File: config.mk
export PLATFORM = sky130hd
export DESIGN_NAME = mem_arbiter
export DESIGN_NICKNAME = d
export VERILOG_FILES = /design/src/rtl/proc_pkg.sv /design/src/rtl/mem_arb_pick.sv /design/src/rtl/mem_arbiter.sv
export SDC_FILE = /design/constraint.sdc
export NUM_CORES = 1
export LEC_CHECK = 0
export CORE_UTILIZATION = 25
export DETAILED_ROUTE_END_ITERATION = 10
export PLACE_DENSITY = 0.52
export SLEW_MARGIN = 40
export SYNTH_ARGS = -nofsm -noshare
export SYNTH_HDL_FRONTEND = slang
export SYNTH_SLANG_ARGS = --single-unit
File: constraint.sdc
create_clock -name clk -period 2.1 [get_ports clk]
set_clock_uncertainty 0.05 [all_clocks]
set_input_delay 0.63 -clock clk [delete_from_list [all_inputs] [get_ports clk]]
set_output_delay 0.63 -clock clk [all_outputs]
set_load 0.02 [all_outputs]
File: src/rtl/proc_pkg.sv
// ---------------------------------------------------------------------------
// proc_pkg
// Shared processor package: architectural widths plus the memory arbiter's
// FSM state encoding and requester IDs.
//   ARCH_BITS        - address width
//   MEMORY_LINE_BITS - width of one memory line
//   arb_state_e      - IDLE / BUSY / RESP
//   req_id_e         - REQ_D / REQ_W / REQ_I; the numeric order is also the
//                      round-robin rotation order (d -> w -> i)
// ---------------------------------------------------------------------------
package proc_pkg;

    localparam int ARCH_BITS        = 32;
    localparam int MEMORY_LINE_BITS = 64;
    localparam int NUM_REQ          = 3;

    typedef enum logic [1:0] {
        IDLE = 2'd0,
        BUSY = 2'd1,
        RESP = 2'd2
    } arb_state_e;

    typedef enum logic [1:0] {
        REQ_D = 2'd0,
        REQ_W = 2'd1,
        REQ_I = 2'd2
    } req_id_e;

    // Requester that follows 'id' in the d -> w -> i rotation.
    function automatic req_id_e next_req(input req_id_e id);
        case (id)
            REQ_D:   return REQ_W;
            REQ_W:   return REQ_I;
            default: return REQ_D;
        endcase
    endfunction

endpackage

File: src/rtl/mem_arb_pick.sv
// ---------------------------------------------------------------------------
// mem_arb_pick
// Combinational 3-way grant selector. Starting at the requester named by
// 'ptr' and walking d -> w -> i (wrapping), the first active request wins.
//   req [NUM_REQ-1:0] : requests indexed by req_id_e (bit0 d, bit1 w, bit2 i)
//   ptr               : requester holding highest priority this cycle
//   gnt [NUM_REQ-1:0] : one-hot grant, all zero when no request is active
// ---------------------------------------------------------------------------
module mem_arb_pick
    import proc_pkg::*;
(
    input  logic [NUM_REQ-1:0] req,
    input  req_id_e            ptr,
    output logic [NUM_REQ-1:0] gnt
);

    logic       found;
    logic [1:0] idx;

    always_comb begin
        gnt   = '0;
        found = 1'b0;
        idx   = 2'd0;
        for (int k = 0; k < NUM_REQ; k++) begin
            idx = 2'((int'(ptr) + k) % NUM_REQ);
            if (!found && req[idx]) begin
                gnt[idx] = 1'b1;
                found    = 1'b1;
            end
        end
    end

endmodule

File: src/rtl/mem_arbiter.sv
// ---------------------------------------------------------------------------
// mem_arbiter
// Arbitrates icache fills, dcache fills and store-buffer drains onto a single
// memory port. One transaction at a time: IDLE grants, BUSY holds the request
// on the memory port until memAck, RESP pulses the requester's ack.
// Optional feature: define MEM_ARB_RR_EN for round-robin arbitration
// (d -> w -> i); otherwise fixed priority dReq > wMemReq > iReq.
//   clk, rst                     : clock, synchronous active-high reset
//   iReq/iAddr  -> iAck/iData    : icache line fill
//   dReq/dAddr  -> dAck/dData    : dcache line fill
//   wMemReq/wAddrMem/wDataMem -> wMemAck : store-buffer write
//   memReq/memWe/memAddr/memWData, memAck/memRData : memory port
//   memErr                       : sticky watchdog expiry flag
// Parameter WDT_CYCLES (1..255): BUSY cycles without memAck before memErr.
// ---------------------------------------------------------------------------
module mem_arbiter
    import proc_pkg::*;
#(
    parameter int unsigned WDT_CYCLES = 255
) (
    input  logic                        clk,
    input  logic                        rst,
    input  logic                        iReq,
    input  logic [ARCH_BITS-1:0]        iAddr,
    output logic                        iAck,
    output logic [MEMORY_LINE_BITS-1:0] iData,
    input  logic                        dReq,
    input  logic [ARCH_BITS-1:0]        dAddr,
    output logic                        dAck,
    output logic [MEMORY_LINE_BITS-1:0] dData,
    input  logic                        wMemReq,
    input  logic [ARCH_BITS-1:0]        wAddrMem,
    input  logic [MEMORY_LINE_BITS-1:0] wDataMem,
    output logic                        wMemAck,
    output logic                        memReq,
    output logic                        memWe,
    output logic [ARCH_BITS-1:0]        memAddr,
    output logic [MEMORY_LINE_BITS-1:0] memWData,
    input  logic                        memAck,
    input  logic [MEMORY_LINE_BITS-1:0] memRData,
    output logic                        memErr
);

    arb_state_e                  state_q, state_d;
    req_id_e                     gnt_id_q, gnt_id_d;
    logic [ARCH_BITS-1:0]        addr_q, addr_d;
    logic [MEMORY_LINE_BITS-1:0] wdata_q, wdata_d;
    logic                        we_q, we_d;
    logic [7:0]                  wdt_q, wdt_d, wdt_inc;
    logic                        err_q, err_d;
    logic [MEMORY_LINE_BITS-1:0] idata_q, idata_d;
    logic [MEMORY_LINE_BITS-1:0] ddata_q, ddata_d;

    logic [NUM_REQ-1:0] req_vec;
    logic [NUM_REQ-1:0] gnt;
    req_id_e            pick_id;
    req_id_e            pick_ptr;

    assign req_vec = {iReq, wMemReq, dReq};

`ifdef MEM_ARB_RR_EN
    req_id_e ptr_q, ptr_d;
    assign pick_ptr = ptr_q;
`else
    assign pick_ptr = REQ_D;
`endif

    mem_arb_pick u_pick (
        .req (req_vec),
        .ptr (pick_ptr),
        .gnt (gnt)
    );

    always_comb begin
        pick_id = REQ_D;
        if (gnt[REQ_W])      pick_id = REQ_W;
        else if (gnt[REQ_I]) pick_id = REQ_I;
    end

    // Watchdog saturates so a hung memory never wraps it back under the limit.
    assign wdt_inc = (wdt_q == 8'hFF) ? 8'hFF : wdt_q + 8'd1;

    always_comb begin
        state_d  = state_q;
        gnt_id_d = gnt_id_q;
        addr_d   = addr_q;
        wdata_d  = wdata_q;
        we_d     = we_q;
        wdt_d    = wdt_q;
        err_d    = err_q;
        idata_d  = idata_q;
        ddata_d  = ddata_q;
`ifdef MEM_ARB_RR_EN
        ptr_d    = ptr_q;
`endif
        case (state_q)
            IDLE: begin
                if (|req_vec) begin
                    state_d  = BUSY;
                    gnt_id_d = pick_id;
                    wdt_d    = 8'd0;
                    we_d     = (pick_id == REQ_W);
                    wdata_d  = (pick_id == REQ_W) ? wDataMem : '0;
                    case (pick_id)
                        REQ_W:   addr_d = wAddrMem;
                        REQ_I:   addr_d = iAddr;
                        default: addr_d = dAddr;
                    endcase
`ifdef MEM_ARB_RR_EN
                    ptr_d = next_req(pick_id);
`endif
                end
            end
            BUSY: begin
                wdt_d = wdt_inc;
                if (memAck) begin
                    state_d = RESP;
                    if (gnt_id_q == REQ_D) ddata_d = memRData;
                    if (gnt_id_q == REQ_I) idata_d = memRData;
                end else if (wdt_inc == 8'(WDT_CYCLES)) begin
                    err_d = 1'b1;
                end
            end
            RESP: state_d = IDLE;
            default: state_d = IDLE;
        endcase
    end

    always_ff @(posedge clk) begin
        if (rst) begin
            state_q  <= IDLE;
            gnt_id_q <= REQ_D;
            addr_q   <= '0;
            wdata_q  <= '0;
            we_q     <= 1'b0;
            wdt_q    <= 8'd0;
            err_q    <= 1'b0;
            idata_q  <= '0;
            ddata_q  <= '0;
`ifdef MEM_ARB_RR_EN
            ptr_q    <= REQ_D;
`endif
        end else begin
            state_q  <= state_d;
            gnt_id_q <= gnt_id_d;
            addr_q   <= addr_d;
            wdata_q  <= wdata_d;
            we_q     <= we_d;
            wdt_q    <= wdt_d;
            err_q    <= err_d;
            idata_q  <= idata_d;
            ddata_q  <= ddata_d;
`ifdef MEM_ARB_RR_EN
            ptr_q    <= ptr_d;
`endif
        end
    end

    assign memReq   = (state_q == BUSY);
    assign memWe    = we_q;
    assign memAddr  = addr_q;
    assign memWData = wdata_q;
    assign iAck     = (state_q == RESP) && (gnt_id_q == REQ_I);
    assign dAck     = (state_q == RESP) && (gnt_id_q == REQ_D);
    assign wMemAck  = (state_q == RESP) && (gnt_id_q == REQ_W);
    assign iData    = idata_q;
    assign dData    = ddata_q;
    assign memErr   = err_q;

endmodule

==> reports/qor.csv, run 1 <==
stage,metric,value,unit
synthesis,synth.area.top_cells,"dfxtp_1, nand2_1, a21oi_1",
layout,multi_input_area,4260,um^2
floorplan,die_area,38600,um^2
routing,final_antenna_net_count,0,
synthesis,ys_seq_area_frac,0.504,
floorplan,initial_core_util,0.256,
worst_setup_path,r2r_end,dData[21]$_SDFFE_PP0P_,
worst_setup_path,startpoint,state_q[0]$_SDFFE_PP0P_,
synthesis,synth.avg_cell_area,8.31,um^2
worst_setup_path,crit_fanout,3,
worst_setup_path,path_cells,inv_2 > nand2_2 > nor3b_1 > buf_4,
synthesis,netlist.area_leader.share,0.504,
clock_tree,tritoncts,yes,
synthesis,synth_cell_type_count,45,
routing,wl_met2,16.8,mm
sta,max-slew-margin-rel,0.616,
worst_setup_path,ff2ff_path_depth,6,
placed_design,dp_hpwl,26.0,mm
synthesis,synth_xor_area_frac,0.000927,
worst_setup_path,start_kind,register,
global_routing,grt_pass1_vias,9319,
synthesis,synth_common_cells,"nand2_1, dfxtp_1, a21oi_1",
synthesis,synth_cells,1137,
routing,met3_length,2.91,mm
run_status,status,"finished, final reports clean",
power,p_seq_frac,0.400,
clock_tree,path_clk_slew,60,ps
sta,drv_slew,0,
routing,wl,36.0,mm
synthesis,synth-simple-area-share,0.215,
floorplan,core,36900,um^2
layout,layout.nets,1831,
sta,setup_viol,0,
placed_design,portBuffers,459,
floorplan,placementRows,70,
synthesis,synth_largest_area_cell,dfxtp_1,
worst_hold_path,hold_path.class,in2reg,
synthesis,synth_compound_area_frac,0.161,
worst_hold_path,worstHoldStart,rst,
routing,drc,0,
synthesis,synth_edf_count,0,
clock_tree,cts_root_buffer,clkbuf_16,
clock_tree,clockBufferDepth,3,
synthesis,synth-adder-area-share,0.00132,
worst_setup_path,cp-end-kind,output pin,
routing,vias,9467,
layout,seqCellArea,4770,um^2
routing,avgViaCountPerCell,4.45,
worst_setup_path,r2r_slack,290,ps
clock_tree,cts_htree_levels,1,
floorplan,die_w,196,um
global_routing,grt_pass1_wl,54.5,mm
worst_setup_path,r2r_start,state_q[0]$_SDFFE_PP0P_,
sta,min_period,2070,ps
worst_setup_path,worst_ep_required_time,1420,ps
placed_design,place_area,15000,um^2
clock_tree,cts_made_buffers,29,
sta,fin_crit_sh,0.984,
sta,rsz0062_at_grt,true,
power,internal_power,8.91,mW
power,swShare,0.255,
worst_setup_path,max_stage_delay,320,ps
synthesis,syn_area,9450,um^2
sta,fin_ws,34.0,ps
power,pwr_density_cell,758,nW/um^2
synthesis,synth_top_family_by_area,simple AND/OR/NAND/NOR gates,
synthesis,synth_fp_nets,1368,
routing,wire_per_inst,16.9,um
layout,fillers,3844,
placed_design,dp_slack,-476,ps
global_routing,track_usage,0.180,
layout,drive_gt1_frac,0.0777,
global_routing,grt_max_degree,104,
power,power.leakage,7.02,nW
routing,highest_layer,met5,
power,p_clk_frac,0.438,
global_routing,overflow,0,
worst_hold_path,whs_path_depth,2,
global_routing,antenna_found_initial,3,
routing,drt_pass1_iterations,4,
synthesis,synthMuxAreaShare,0.0678,
synthesis,synthArstFlopShare,0,
sta,timing_worst_slew_pin_value,576,ps
synthesis,synthFlopType,dfxtp_1,
clock_tree,clock_latency,530,ps
power,ir_drop,495,uV
worst_hold_path,whs_endpoint,memWData[11]$_SDFFE_PP0P_,
power,power.switching,3.04,mW
sta,hold_viol,0,
synthesis,yosysWarnings,0,
clock_tree,clock-sinks,238,
synthesis,ys_ff_latch,238,
synthesis,yosysMostFrequentCell,nand2_1,
sta,max_freq,0.484,GHz
layout,finalInstanceArea,15800,um^2
floorplan,die_h,196,um
floorplan,io_pins,460,
routing,met1_length,15.3,mm
worst_setup_path,critPathKind,reg2out,
power,comb_power_share,0.162,
worst_setup_path,cp_slowest_cell,dfxtp_1,
routing,drt_iter0_markers,297,
layout,syn_to_final_growth,66.8,%
job,drv_cap,0,
worst_setup_path,arrival,1390,ps
placed_design,gp_congestion,0.819,
per-layer routing:
layer | up-vias | GRT usage
met5 | - | 0
met4 | 2 | 0.0558
met3 | 51 | 0.0553
met2 | 349 | 0.304
met1 | 4337 | 0.219
li1 | 4728 | -
what timing repair did:
action / 4_1_cts / 5_1_grt
endpoints found under the hold margin: 0 / 0
gates resized for setup: 236 / 6
setup endpoints to repair: 230 / 9
pin swaps: 2 / 0
setup buffers: 0 / 0
hold buffers: 0 / 0
power by group through the flow:
stage / combinational (mW) / sequential (mW) / clock (mW)
2_1_floorplan: 0.696 / 5.09 / 0
3_3_place_gp: 2.05 / 4.88 / 0
3_5_place_dp: 2.06 / 4.89 / 0
4_1_cts: 1.95 / 4.79 / 5.43
5_1_grt: 2.07 / 4.80 / 5.58
6_report: 1.93 / 4.78 / 5.24
worst max path at each step:
stage,slack [ps],to,cells after the start
3_5_place_dp,-480,dData[18]$_SDFFE_PP0P_,6
6_report,30,wMemAck,4
4_1_cts,-40,dAck,3
3_3_place_gp,-450,memAddr[27]$_SDFFE_PP0P_,7
5_1_grt,-60,dAck,3
2_1_floorplan,320,memWData[32]$_SDFFE_PP0P_,7
final cells by class:
cell class | count | area share
clock buffer | 41 | 0.0533
clock inverter | 12 | 0.0103
inverter | 21 | 0.00516
multi-input combinational | 792 | 0.270
antenna | 2 | 0.000317
timing repair buffer | 518 | 0.318
tap | 504 | 0.0400
sequential | 238 | 0.302
critical path: cells and delay by family (launching register included):
family / cells / cell delay, ps
flip-flops: 1 / 320
AND/OR/NAND/NOR: 2 / 280
buffers and inverters: 2 / 250
stage by stage:
stage	hold WS, ps	std cells	power (mW)	TNS (ps)	util
after floorplan	408	1137	5.79	0	-
after global placement	389	2073	6.94	-85300	0.407
after detailed placement	395	2073	6.94	-91020	0.407
after CTS	268	2126	12.2	-76.8	0.427
after global routing	283	2128	12.5	-109	0.428
final	299	2128	12.0	0	0.428
cells in the final DEF, fill, tap and decap left out, types with 20 or more instances in the layout:
| master | netlist | routed |
|---|---|---|
| clkdlybuf4s50_1 | 0 | 228 |
| nand2_1 | 297 | 296 |
| mux2i_1 | 64 | 64 |
| and2_1 | 63 | 63 |
| dfxtp_1 | 238 | 237 |
| nor2_1 | 76 | 76 |
| a21oi_1 | 172 | 172 |
| clkbuf_16 | 0 | 30 |
| buf_12 | 0 | 20 |
| dlygate4sd2_1 | 0 | 226 |
| buf_4 | 4 | 39 |
flip-flops by register name, indices dropped and copies added, names as in the netlist:
signal / flops
dData: 64
memWe: 1
iData: 64
state_q: 2
memWData: 64
memAddr: 32
gnt_id_q: 2
memErr: 1
wdt_q: 8
kinds of logic after synthesis:
logic type,Yosys count
mux,64
simple gates,471
flops,238
buf+inv,107
xor+xnor,1
compound gates,255
fa+ha+maj,1
(Power assumes the default switching activity.)
==> run 2, diff against run 1 <==
Settings changed: MAX_ROUTING_LAYER from default to met4, PLACE_DENSITY 0.52 to 0.54, SLEW_MARGIN 40 to 20.
Clock period 2.1 ns to 1.9 ns, I/O delays scaled along.
==> run 2 against run 1 <==
The run now ends with setup timing left. Register-to-register slack worse by 180 ps. Final cell count unchanged. Via count up 0.33%. Critical endpoint unchanged. Highest routed layer is now met4.
==> reports/qor.csv, run 2 (same netlist as run 1, synthesis figures left out) <==
stage,metric,value,unit,change
global_routing,track_usage,0.187,,+0.00638
routing,wl,36.4,mm,+0.92%
sta,max-slew-margin-rel,0.544,,-0.0716
placed_design,gp_congestion,0.825,,+0.79%
placed_design,place_area,15100,um^2,+0.45%
worst_setup_path,start_kind,register,,
routing,drt_pass1_iterations,4,,unchanged
layout,finalInstanceArea,15900,um^2,+1.1%
worst_setup_path,ff2ff_path_depth,8,,+2
floorplan,die_area,38600,um^2,unchanged
floorplan,die_w,196,um,unchanged
worst_setup_path,cp-end-kind,output pin,,
worst_setup_path,r2r_slack,110,ps,-180 ps
global_routing,busiest_layer,met2,,
power,power.leakage,6.86,nW,-2.4%
global_routing,grt_pass1_vias,9474,,+1.7%
global_routing,use_met3,0.0483,,-0.00702
floorplan,initial_core_util,0.256,,unchanged
worst_setup_path,r2r_end,memWData[17]$_SDFFE_PP0P_,,
clock_tree,path_clk_slew,60,ps,about the same
power,p_clk_frac,0.410,,-0.028
power,ir_drop,613,uV,+24%
floorplan,die_h,196,um,unchanged
global_routing,grt_pass1_wl,54.6,mm,+0.18%
routing,drt_iter0_markers,359,,+21%
routing,vias,9498,,+0.33%
sta,rsz0062_at_grt,true,,
routing,final_antenna_net_count,0,,unchanged
power,power.switching,3.32,mW,+9.2%
sta,setup_viol,4,,+4
floorplan,core,36900,um^2,unchanged
global_routing,grt_max_degree,138,,+33%
sta,hold_viol,0,,unchanged
sta,fin_ws,-100,ps,-134 ps
worst_setup_path,crit_fanout,3,,unchanged
job,drv_cap,0,,unchanged
sta,hold_slack,340,ps,+41.1 ps
sta,fin_crit_sh,1.05,,
layout,layout_commonest_cell,nand2_1,,
worst_hold_path,hold_path.class,in2reg,,
worst_hold_path,worstHoldStart,rst,,
layout,most-common-layout-cells,"nand2_1, dfxtp_1, clkdlybuf4s50_1, a21oi_1, dlygate4sd2_1",,
run_status,status,"complete, but fails checks",,
sta,timing_worst_slew_pin_value,683,ps,+107 ps
worst_setup_path,critPathKind,reg2out,,
sta,min_period,2000,ps,
global_routing,antenna_found_initial,2,,-1
clock_tree,cts_htree_levels,1,,unchanged
power,comb_power_share,0.177,,+0.015
clock_tree,clock_latency,530,ps,about the same
worst_hold_path,whs_endpoint,memErr$_SDFFE_PP0P_,,
clock_tree,cts_made_buffers,28,,-3.4%
routing,avgViaCountPerCell,4.46,,+0.33%
sta,max_freq,0.500,GHz,
global_routing,overflow,0,,unchanged
worst_setup_path,worst_ep_required_time,1280,ps,-140 ps
clock_tree,cts_root_buffer,clkbuf_16,,
worst_setup_path,r2r_start,state_q[0]$_SDFFE_PP0P_,,
placed_design,dp_hpwl,26.3,mm,+0.98%
floorplan,placementRows,70,,unchanged
clock_tree,clock-sinks,238,,unchanged
power,internal_power,9.48,mW,+6.4%
sta,drv_slew,0,,unchanged
layout,drive_gt1_frac,0.0900,,+0.0123
power,p_seq_frac,0.414,,+0.014
global_routing,use_met2,0.310,,+0.00630
worst_setup_path,arrival,1380,ps,about the same
clock_tree,tritoncts,yes,,
routing,wire_per_inst,17.1,um,+0.92%
global_routing,gr-usage-met1,0.219,,about the same
run_status,violations,setup timing,,
layout,layout.nets,1835,,+0.22%
routing,drc,0,,unchanged
floorplan,io_pins,460,,unchanged
power,pwr_density_cell,804,nW/um^2,+6.0%
worst_hold_path,whs_path_depth,4,,+2
power,swShare,0.260,,+0.00479
layout,syn_to_final_growth,68.6,%,
clock_tree,clockBufferDepth,3,,unchanged
placed_design,portBuffers,459,,unchanged
[run 2: changes by cell type in the layout (fill, tap and decap cells not counted), sizes merged]
cell           previous run  this run
clkdlybuf4s15             0        48
buf                      63        68
dlygate4sd2             226       171
clkbuf                   42        51
clkinv                    7         4
clkdlybuf4s50           228       227
bufinv                    4         1
dlymetal6s2s              0         1
inv                      21        20
[run 2: repair_timing]
item,CTS,global route
pin swaps,2,2
gates resized for setup,289,38
endpoints found under the setup margin,230,85
hold buffers,0,0
buffers inserted,4,3
endpoints found under the hold margin,0,0
gates cloned,0,2
[run 2: per-layer routing]
metal / share of wire / up-vias
met2: 0.47 / 353
met4: 0.032 / 0
li1: - / 4729
met3: 0.074 / 65
met5: 0 / -
met1: 0.42 / 4351
[run 2: final cells by class]
| class | count | area, um^2 |
|---|---|---|
| Sequential cell | 238 | 4770 |
| Antenna cell | 2 | 5.00 |
| Tap cell | 504 | 631 |
| Clock inverter | 5 | 52.6 |
| Fill cell | 3746 | 20900 |
| Clock buffer | 43 | 838 |
| Inverter | 21 | 83.8 |
| Multi-Input combinational cell | 792 | 4300 |
| Timing Repair Buffer | 523 | 5250 |
[run 2: per-stage QoR]
| step | setup TNS [ps] | util | setup slack [ps] | power [mW] | instances |
|---|---|---|---|---|---|
| finish | -296 | 0.432 | -100 | 12.8 | 2128 |
| global route | -633 | 0.432 | -182 | 13.4 | 2128 |
| CTS | -350 | 0.429 | -160 | 13.0 | 2121 |
| detailed placement | -93130 | 0.409 | -497 | 7.73 | 2069 |
| global placement | -88830 | 0.409 | -481 | 7.72 | 2069 |
| floorplan | 0 | - | 181 | 6.40 | 1137 |
[run 2: power groups by stage]
stage               Clock [mW]  Combinational (mW)  Sequential (mW)
floorplan                    0               0.770             5.63
global placement             0                2.32             5.40
detailed placement           0                2.32             5.41
CTS                       5.45                2.24             5.30
global route              5.61                2.43             5.32
finish                    5.25                2.26             5.30
[run 2: how the worst max path moves through the flow]
stage                                  startpoint                   endpoint  slack [ps]  cells past startpoint
after floorplan                           wMemReq  memWData[32]$_SDFFE_PP0P_         180                      7
after global placement                       dReq   memAddr[20]$_SDFFE_PP0P_        -480                      8
after detailed placement                     dReq  memWData[53]$_SDFFE_PP0P_        -500                      8
after CTS                 state_q[0]$_SDFFE_PP0P_                    wMemAck        -160                      4
after global routing      state_q[0]$_SDFFE_PP0P_                    wMemAck        -180                      4
final                     state_q[0]$_SDFFE_PP0P_                    wMemAck        -100                      4
[run 2: worst max-delay path, stage by stage (launching register included)]
cell and delay [ps]:
dfxtp_2 330, inv_2 70, nand2_4 80, nor3b_4 210
buf_6 160
==> run 3, diff against run 2 <==
Settings changed: PLACE_DENSITY 0.54 to 0.52.
Clock period 1.9 ns to 2.46 ns, I/O delays scaled along.
==> run 3 against run 2 <==
The flow now finishes without violations. Worst hold slack improved by 59 ps. Sequential share of layout area rose by 0.14 points. Sequential cell count did not move. Utilization fell by 0.28 points. First-iteration DRC count fell by 13%. Routed wire length fell by 0.38%. Final cell count fell by 0.52%. Register-to-register slack improved by 550 ps. Total power fell by 22%. Clock power fell by 20%. Combinational power fell by 24%. Critical endpoint is now memAddr[15]. Largest cell class unchanged. Highest routed layer unchanged.
==> reports/qor.csv, run 3 (same netlist as run 1, synthesis figures left out) <==
stage,metric,value,unit,change
clock_tree,clock-sinks,238,,unchanged
sta,max-slew-margin-rel,0.646,,+0.102
clock_tree,cts_setup_buffers,0,,-4
worst_setup_path,cp_slowest_cell,clkdlybuf4s50_1,,
worst_setup_path,path_buf_inv,1,,-1
clock_tree,clock_latency,550,ps,+20 ps
global_routing,grt_pass1_vias,9483,,+0.095%
worst_setup_path,critPathTopFamily,buffers and inverters,,
worst_setup_path,arrival,1580,ps,+200 ps
global_routing,grt_max_degree,98,,-29%
worst_setup_path,path_cells,clkdlybuf4s50_1,,
routing,wl,36.2,mm,-0.38%
floorplan,die_area,38600,um^2,unchanged
global_routing,antenna_found_initial,3,,+1
layout,final_cells,2117,,-0.52%
sta,drv_slew,0,,unchanged
worst_setup_path,critPathKind,reg2out,,
power,power.leakage,5.89,nW,-14%
job,drv_cap,0,,unchanged
clock_tree,cts_root_buffer,clkbuf_16,,
sta,timing_worst_slew_pin_value,531,ps,-153 ps
layout,layout_commonest_cell,clkdlybuf4s50_1,,
sta,rsz0062_at_grt,false,,
layout,fillers,3735,,-0.29%
worst_setup_path,cp-end-kind,output pin,,
placed_design,portBuffers,459,,unchanged
layout,layout.nets,1819,,-0.87%
global_routing,overflow,0,,unchanged
placed_design,dp_hpwl,26.0,mm,-1.1%
floorplan,initial_core_util,0.256,,unchanged
floorplan,die_w,196,um,unchanged
global_routing,track_usage,0.187,,+0.000492
placed_design,gp_congestion,0.847,,+2.6%
clock_tree,cts_made_buffers,29,,+3.6%
layout,final_util,0.429,,-0.00285
sta,hold_slack,399,ps,+59.1 ps
floorplan,io_pins,460,,unchanged
global_routing,grt_pass1_wl,55.0,mm,+0.63%
routing,final_antenna_net_count,0,,unchanged
routing,drt_iter0_markers,311,,-13%
placed_design,numPlacedInstances,2061,,-0.39%
worst_setup_path,max_stage_delay,640,ps,+310 ps
routing,drc,0,,unchanged
placed_design,place_area,14900,um^2,-1.2%
layout,syn_to_final_growth,67.5,%,
worst_setup_path,start_kind,register,,
floorplan,core,36900,um^2,unchanged
routing,vias,9360,,-1.5%
layout,most-common-layout-cells,"clkdlybuf4s50_1, nand2_1, dfxtp_1, a21oi_1, nor2_1",,
routing,drt_pass1_iterations,4,,unchanged
routing,wire_per_inst,17.1,um,+0.14%
floorplan,placementRows,70,,unchanged
power,power,10.0,mW,-22%
worst_setup_path,worst_ep_required_time,1670,ps,+390 ps
sta,setup_viol,0,,-4
sta,fin_crit_sh,0.964,,
routing,avgViaCountPerCell,4.42,,-0.94%
clock_tree,path_clk_slew,60,ps,about the same
layout,drive_gt1_frac,0.0658,,-0.0242
layout,finalInstanceArea,15800,um^2,-0.66%
clock_tree,clockBufferDepth,3,,unchanged
clock_tree,cts_htree_levels,1,,unchanged
worst_setup_path,crit_fanout,2,,-1
floorplan,die_h,196,um,unchanged
power,pwr_density_cell,633,nW/um^2,-21%
sta,min_period,2370,ps,
sta,max_freq,0.422,GHz,
worst_hold_path,hold_path.class,reg2reg,,
sta,hold_viol,0,,unchanged
power,ir_drop,441,uV,-28%
clock_tree,tritoncts,yes,,
run_status,status,"finished, final reports clean",,
## run 3: changes by cell type in the layout (fill, tap and decap cells not counted), sizes merged
cell           delta
buf              -17
clkinv            +1
diode             +1
clkdlybuf4s15    -47
dlygate4sd2     -170
clkbuf            -4
clkdlybuf4s50   +226
dlymetal6s2s      -1
## run 3: layout make-up
| type | count | area (um^2) | share of cell area |
|---|---|---|---|
| Clock inverter | 6 | 57.6 | 0.00364 |
| Multi-Input combinational cell | 792 | 4240 | 0.268 |
| Inverter | 21 | 78.8 | 0.00498 |
| Tap cell | 504 | 631 | 0.0398 |
| Sequential cell | 238 | 4770 | 0.301 |
| Antenna cell | 3 | 7.51 | 0.000474 |
| Timing Repair Buffer | 506 | 5160 | 0.326 |
| Clock buffer | 47 | 883 | 0.0558 |
## run 3: power by group
group	total (mW)	switching [mW]	internal, mW
Sequential	4.09	0.0825	4.01
Clock	4.20	1.67	2.53
Combinational	1.72	0.825	0.894
Total	10.0	2.58	7.44
## run 3: repair_timing
item / in CTS / in global routing
hold buffers: 0 / 0
endpoints found under the hold margin: 0 / 0
resized for setup: 16 / 6
setup endpoints to repair: 5 / 3
## run 3: path summary, 6_finish.rpt
kind	startpoint	endpoint	slack [ps]	depth (start not counted)
worst max-delay path	memAddr[15]$_SDFFE_PP0P_	memAddr[15]	90	1
worst min register to register	memAddr[10]$_SDFFE_PP0P_	memAddr[10]$_SDFFE_PP0P_	400	2
worst max register to register	state_q[1]$_SDFFE_PP0P_	memAddr[27]$_SDFFE_PP0P_	660	5
worst min-delay path	memAddr[10]$_SDFFE_PP0P_	memAddr[10]$_SDFFE_PP0P_	400	2
## run 3: stage by stage
stage	setup TNS, ps	setup slack, ps
floorplan	0	573
global placement	-13350	-168
detailed placement	-16740	-167
CTS	0	22.9
global route	0	3.49
finish	0	89.6
## run 3: metal layers
| metal | GRT usage | vias to the layer above | share of wire |
|---|---|---|---|
| li1 | - | 4693 | - |
| met1 | 0.217 | 4276 | 0.42 |
| met2 | 0.313 | 342 | 0.47 |
| met3 | 0.0563 | 49 | 0.080 |
| met4 | 0.0518 | 0 | 0.024 |
| met5 | - | - | 0 |
